$ cat config.mk
export PLATFORM = sky130hd
export DESIGN_NAME = cp0_exc_ctrl
export DESIGN_NICKNAME = d
export VERILOG_FILES = /design/src/rtl/cp0_exc_ctrl.sv
export SDC_FILE = /design/constraint.sdc
export NUM_CORES = 1
export LEC_CHECK = 0
export ABC_CLOCK_PERIOD_IN_PS = 6000
export CORE_ASPECT_RATIO = 0.9
export CORE_UTILIZATION = 61
export CTS_CLUSTER_DIAMETER = 30
export DETAILED_ROUTE_END_ITERATION = 10
export PLACE_DENSITY = 0.8
export SYNTH_ARGS = -nofsm -noshare
export SYNTH_HDL_FRONTEND = slang
export SYNTH_SLANG_ARGS = --single-unit
$ cat constraint.sdc
create_clock -name clk_i -period 6 [get_ports clk_i]
set_clock_uncertainty 0.1 [all_clocks]
set_input_delay 1.8 -clock clk_i [delete_from_list [all_inputs] [get_ports clk_i]]
set_output_delay 1.8 -clock clk_i [all_outputs]
set_load 0.02 [all_outputs]
$ cat src/rtl/cp0_exc_ctrl.sv
// CP0 system register file with a nested status-mask stack and a level-sensitive interrupt controller.
// Define CP0_TIMER_EN to turn regs 9/11 into a Count/Compare timer driving Cause[15].
module cp0_exc_ctrl #(
  parameter int          NUM_IRQ     = 5,
  parameter int          STACK_DEPTH = 3,
  parameter int          SHIFT       = 5,
  parameter logic [31:0] STATUS_INIT = 32'h0000_001F
) (
  input  logic               clk_i,
  input  logic               rst_n_i,
  input  logic               mfc0_i,
  input  logic               mtc0_i,
  input  logic               exc_req_i,
  input  logic [4:0]         exc_code_i,
  input  logic               eret_i,
  input  logic [4:0]         raddr_i,
  input  logic [4:0]         waddr_i,
  input  logic [31:0]        wdata_i,
  input  logic [31:0]        pc_i,
  input  logic [NUM_IRQ-1:0] irq_in_i,
  output logic [31:0]        rdata_o,
  output logic [31:0]        status_o,
  output logic [31:0]        cause_o,
  output logic [31:0]        epc_o,
  output logic               irq_take_o,
  output logic               nest_ovf_o
);

  localparam int              FW        = SHIFT * STACK_DEPTH;
  localparam int              DW        = $clog2(STACK_DEPTH + 1);
  localparam logic [DW-1:0]   DEPTH_MAX = DW'(STACK_DEPTH);
  localparam logic [31:0]     FMASK     = 32'((64'd1 << FW) - 64'd1);

  logic [31:0]          rf_q [32];
  logic [NUM_IRQ-1:0]   irq_sync1_q, irq_sync2_q;
  logic [1:0]           sw_ip_q;
  logic [4:0]           exc_code_q;
  logic [DW-1:0]        depth_q;
  logic                 irq_take_q;
  logic                 nest_ovf_q;
`ifdef CP0_TIMER_EN
  logic                 timer_ip_q;
`endif

  logic [31:0]          status_q;
  logic [31:0]          cause_d;
  logic [FW-1:0]        field_q, field_push_d, field_pop_d;
  logic [31:0]          status_push_d, status_pop_d;
  logic [STACK_DEPTH-1:0] level_nz;
  logic [DW-1:0]        depth_wr_d;
  logic                 pend;
  logic                 entry_d;
  logic [4:0]           entry_code_d;

  assign status_q      = rf_q[12];
  assign field_q       = status_q[FW-1:0];
  assign field_push_d  = field_q << SHIFT;
  assign field_pop_d   = field_q >> SHIFT;
  assign status_push_d = (status_q & ~FMASK) | 32'(field_push_d);
  assign status_pop_d  = (status_q & ~FMASK) | 32'(field_pop_d);

  // A Status write re-derives nesting depth from how many stack levels are nonzero.
  for (genvar gi = 0; gi < STACK_DEPTH; gi++) begin : g_lvl
    assign level_nz[gi] = |wdata_i[gi*SHIFT +: SHIFT];
  end

  always_comb begin
    depth_wr_d = '0;
    for (int k = 0; k < STACK_DEPTH; k++) begin
      depth_wr_d = depth_wr_d + DW'(level_nz[k]);
    end
  end

  always_comb begin
    cause_d                  = '0;
    cause_d[10 +: NUM_IRQ]   = irq_sync2_q;
    cause_d[9:8]             = sw_ip_q;
    cause_d[6:2]             = exc_code_q;
`ifdef CP0_TIMER_EN
    cause_d[15]              = timer_ip_q;
`endif
  end

  assign pend         = (|(cause_d[15:8] & status_q[15:8])) & status_q[0];
  assign entry_d      = exc_req_i | (pend & ~eret_i);
  assign entry_code_d = exc_req_i ? exc_code_i : 5'd0;

  always_ff @(posedge clk_i or negedge rst_n_i) begin
    if (!rst_n_i) begin
      for (int k = 0; k < 32; k++) begin
        rf_q[k] <= '0;
      end
      rf_q[12]    <= STATUS_INIT;
      irq_sync1_q <= '0;
      irq_sync2_q <= '0;
      sw_ip_q     <= '0;
      exc_code_q  <= '0;
      depth_q     <= '0;
      irq_take_q  <= 1'b0;
      nest_ovf_q  <= 1'b0;
`ifdef CP0_TIMER_EN
      timer_ip_q  <= 1'b0;
`endif
    end else begin
      irq_sync1_q <= irq_in_i;
      irq_sync2_q <= irq_sync1_q;
      irq_take_q  <= 1'b0;
`ifdef CP0_TIMER_EN
      rf_q[9] <= rf_q[9] + 32'd1;
      if (rf_q[9] + 32'd1 == rf_q[11]) timer_ip_q <= 1'b1;
`endif
      if (mtc0_i) begin
        case (waddr_i)
          5'd12: begin
            rf_q[12]   <= wdata_i;
            depth_q    <= depth_wr_d;
            nest_ovf_q <= 1'b0;
          end
          5'd13: sw_ip_q <= wdata_i[9:8];
`ifdef CP0_TIMER_EN
          5'd11: begin
            rf_q[11]   <= wdata_i;
            timer_ip_q <= 1'b0;
          end
`endif
          default: rf_q[waddr_i] <= wdata_i;
        endcase
      end else if (entry_d) begin
        rf_q[14]   <= pc_i;
        exc_code_q <= entry_code_d;
        rf_q[12]   <= status_push_d;
        if (depth_q == DEPTH_MAX) nest_ovf_q <= 1'b1;
        else                      depth_q    <= depth_q + DW'(1);
        irq_take_q <= ~exc_req_i;
      end else if (eret_i) begin
        rf_q[12] <= status_pop_d;
        if (depth_q != '0) depth_q <= depth_q - DW'(1);
      end
    end
  end

  assign rdata_o    = !mfc0_i ? 32'h0 : ((raddr_i == 5'd13) ? cause_d : rf_q[raddr_i]);
  assign status_o   = status_q;
  assign cause_o    = cause_d;
  assign epc_o      = rf_q[14];
  assign irq_take_o = irq_take_q;
  assign nest_ovf_o = nest_ovf_q;

endmodule

==> summary.txt <==
Critical path
  – Critical path's slowest cell: mux4_2
  – R2R setup slack: 3.23 ns
  – Crit path required time: 4.10 ns
  – Worst setup SP type: input pin
  – Reg2reg path depth: 6
  – Setup Crit Path Kind: in -> out
  – Max stage delay on crit path: 0.51 ns
  – Crit-path cells: buf_12 -> bufbuf_16 -> mux4_2 -> mux2i_1 -> nor2_1 -> a211oi_1 -> buf_4 -> a311oi_1 -> dlygate4sd2_1
  – CP Max Fanout: 18
  – CP endpoint kind: output pin
  – CP arrival: 4.07 ns

STA
  – Final period util: 99.6%
  – Post-layout min period: 5.97 ns
  – Final hold vios: 0
  – Final worst-path setup slack: 0.0257 ns
  – RSZ-0062 raised after global routing: yes
  – Setup violators final: 0
  – Worst-Margin Slew: 1.36 ns
  – Fmax: 167 MHz
  – Slew Limit Fails: 0
  – Slew headroom: 9.05%

Yosys
  – Area contributors post-synth: dfrtp_1 53%, mux2_2 22%, mux4_2 11%, buf_4 1.8%, clkbuf_1 1.6%
  – Syn Std Cell Area: 0.0488 mm2
  – Register area share after synthesis: 53.6%
  – Main flop type after synthesis: dfrtp_1
  – YS warnings: 0
  – Async SR Flop Fraction: 100%
  – Yosys reg bits: 1045
  – Syn Inst Count: 3321
  – Post-synth top area share: 53.4%
  – Distinct cells, synth: 53
  – Post-synth EDFFs: 0
  – Top cell type by total area after synthesis: dfrtp_1
  – Mapped Avg Cell Area: 14.7 um2

Cells and area
  – Area grow syn2layout: 19.6%
  – Most frequent cells in the layout: 1040 x dfrtp_1, 948 x mux2_2, 240 x mux4_2
  – Design area: 0.0584 mm2
  – Filler cells: 4388
  – Commonest non-fill, non-tap cell in the layout: dfrtp_1
  – Layout cells sized above 1: 49.7%
  – Nets: 3581

GRT
  – Initial antenna violation count: 3
  – First-pass GRT wire length: 209000 um
  – Vias in the first global route: 33.8k
  – Total Routing Usage GR: 34.2%
  – GRT overflow: 0
  – Maximum number of pins on one net before global-route repair: 127

Min path
  – WHS Path Cells: 0
  – Min-delay worst type: reg -> reg

Floorplanning
  – Die H: 270 um
  – Row count: 97
  – Die width: 300 um
  – Die Area: 0.0811 mm2
  – Num ports: 220
  – Core area: 0.0785 mm2
  – Initial Util: 62.1%

Power
  – Pleak: 26.4 nW
  – Clock power share: 44.0%
  – Seq pwr share: 39.7%
  – Switching Fraction: 26.3%
  – Worst VDD drop: 327 uV
  – Cell Pwr Density: 399 mW/mm2
  – Combinational share of power: 16.3%
  – Psw: 6.12 mW
  – Pint: 17.2 mW

CTS
  – Total CTS buffers: 175
  – Setup Buffers After CTS: 0
  – Hold_buf cts: 0
  – CTS tree: yes
  – Clock transition at path regs: 0.05 ns
  – CTS Root Cell: clkbuf_16
  – CTS H-tree lvls: 4
  – Clock Sinks: 1045
  – Worst-skew pair later-pin latency: 0.76 ns
  – Clock buffer depth: 3

Flow run
  – MaxCap Viol Count: 0

Placement
  – Placer Congestion: 0.879
  – Pre-CTS WS: -0.439 ns
  – IO buf count: 199
  – Placed cell area: 0.0521 mm2
  – HPWL after DPL: 82600 um

Routing
  – WL final: 135000 um
  – Via count: 31.3k
  – DR WL/cell: 28.9 um
  – Drt pass-1 iters: 5
  – DRT iter0 DRCs: 2793
  – Residual DRC: 0
  – Vias per inst: 6.70
  – DRT antenna net count: 0

Outcome
  – Status: finished, final reports clean
==> synth_stat cells (all sizes together) (3+ instances only) <==
master	instances
a221oi	13
nand2	102
o21ai	53
o2bb2ai	13
nor3	27
nor2	144
dfrtp	1040
a22oi	16
or2	4
inv	6
dfstp	5
mux2	986
buf	217
a22o	7
a21oi	11
and3	3
nand3	7
clkbuf	213
o22ai	53
o221a	32
nor2b	7
a311oi	12
mux2i	72
mux4	240
nand3b	4
a211oi	13
==> cell type report <==
class | count | area [um2] | area share, %
clock buffer | 226 | 4880 | 8.36
multi-input combinational | 1859 | 20700 | 35.4
antenna | 1 | 2.50 | 0.00429
clock inverter | 95 | 1210 | 2.08
sequential | 1045 | 26200 | 44.8
tap | 1039 | 1300 | 2.23
timing repair buffer | 403 | 4130 | 7.07
inverter | 6 | 22.5 | 0.0386
==> flip-flops by register name (all words and copies together) (netlist names), 2 cells and up <==
name / cells
depth_q: 2
epc_o: 32
exc_code_q: 5
irq_sync1_q: 5
irq_sync2_q: 5
rf_q: 960
status_o: 32
sw_ip_q: 2
==> path summary, 6_finish.rpt <==
kind                                          start                  endpoint
hold reg to reg            irq_sync1_q[1]$_DFF_PN0_  irq_sync2_q[1]$_DFF_PN0_
hold / removal             irq_sync1_q[1]$_DFF_PN0_  irq_sync2_q[1]$_DFF_PN0_
max in group asynchronous                   rst_n_i     rf_q[389]$_DFFE_PN0P_
min in group asynchronous                   rst_n_i     epc_o[24]$_DFFE_PN0P_
setup reg to reg            status_o[0]$_DFFE_PN1P_     epc_o[25]$_DFFE_PN0P_
setup / recovery                         raddr_i[0]                rdata_o[8]
==> cell families (layout without fill, tap and decap cells) <==
kind of cell / count (synthesis) / after routing / share of synthesized area (%)
AOI/OAI and AO/OA: 229 / 229 / 3.43
adders and majority gates: 1 / 1 / 0.0410
buffers and inverters: 436 / 730 / 4.60
DFF: 1045 / 1045 / 53.6
muxes: 1298 / 1298 / 35.6
other: 1 / 21 / 0.00769
and+or+nand+nor: 311 / 311 / 2.73
==> what timing repair did <==
item,CTS,global route
endpoints found under the hold margin,0,0
cloned,1,0
gates resized for setup,45,6
endpoints found under the setup margin,32,6
==> metrics by stage <==
step                      util, %  total power, mW  hold slack (ns)  cells  TNS [ns]
after floorplan                 -             11.7            0.231   3340         0
after global placement       66.4             12.7            0.235   4350     -4.90
after detailed placement     66.4             13.0            0.235   4350     -5.55
after CTS                    74.2             23.3            0.246   4672         0
after global routing         74.3             24.0            0.267   4674   -0.0278
final                        74.3             23.3            0.245   4674         0
==> worst max-delay path: cells and delay by family <==
kind | cells | cell delay (ns)
AO/OA/AOI/OAI | 2 | 0.31
buffers and inverters | 4 | 1.09
multiplexers | 2 | 0.71
AND/OR/NAND/NOR | 1 | 0.12
==> power by group through the flow <==
| stage | sequential [mW] | combinational (mW) | clock (mW) |
|---|---|---|---|
| 2_1_floorplan | 8.96 | 2.71 | 0 |
| 3_3_place_gp | 9.13 | 3.54 | 0 |
| 3_5_place_dp | 9.26 | 3.71 | 0 |
| 4_1_cts | 9.20 | 3.78 | 10.3 |
| 5_1_grt | 9.36 | 4.02 | 10.7 |
| 6_report | 9.25 | 3.79 | 10.3 |
==> layer usage <==
| metal | vias to the layer above | global-route usage [%] | part of all wire [%] |
|---|---|---|---|
| li1 | 12500 | - | - |
| met4 | 2 | 12.7 | 3.0 |
| met3 | 306 | 7.04 | 7.8 |
| met1 | 16900 | 47.2 | 41 |
| met2 | 1621 | 53.8 | 49 |
| met5 | - | 0 | 0.0067 |
No activity file was read; power rests on OpenSTA's default activity.
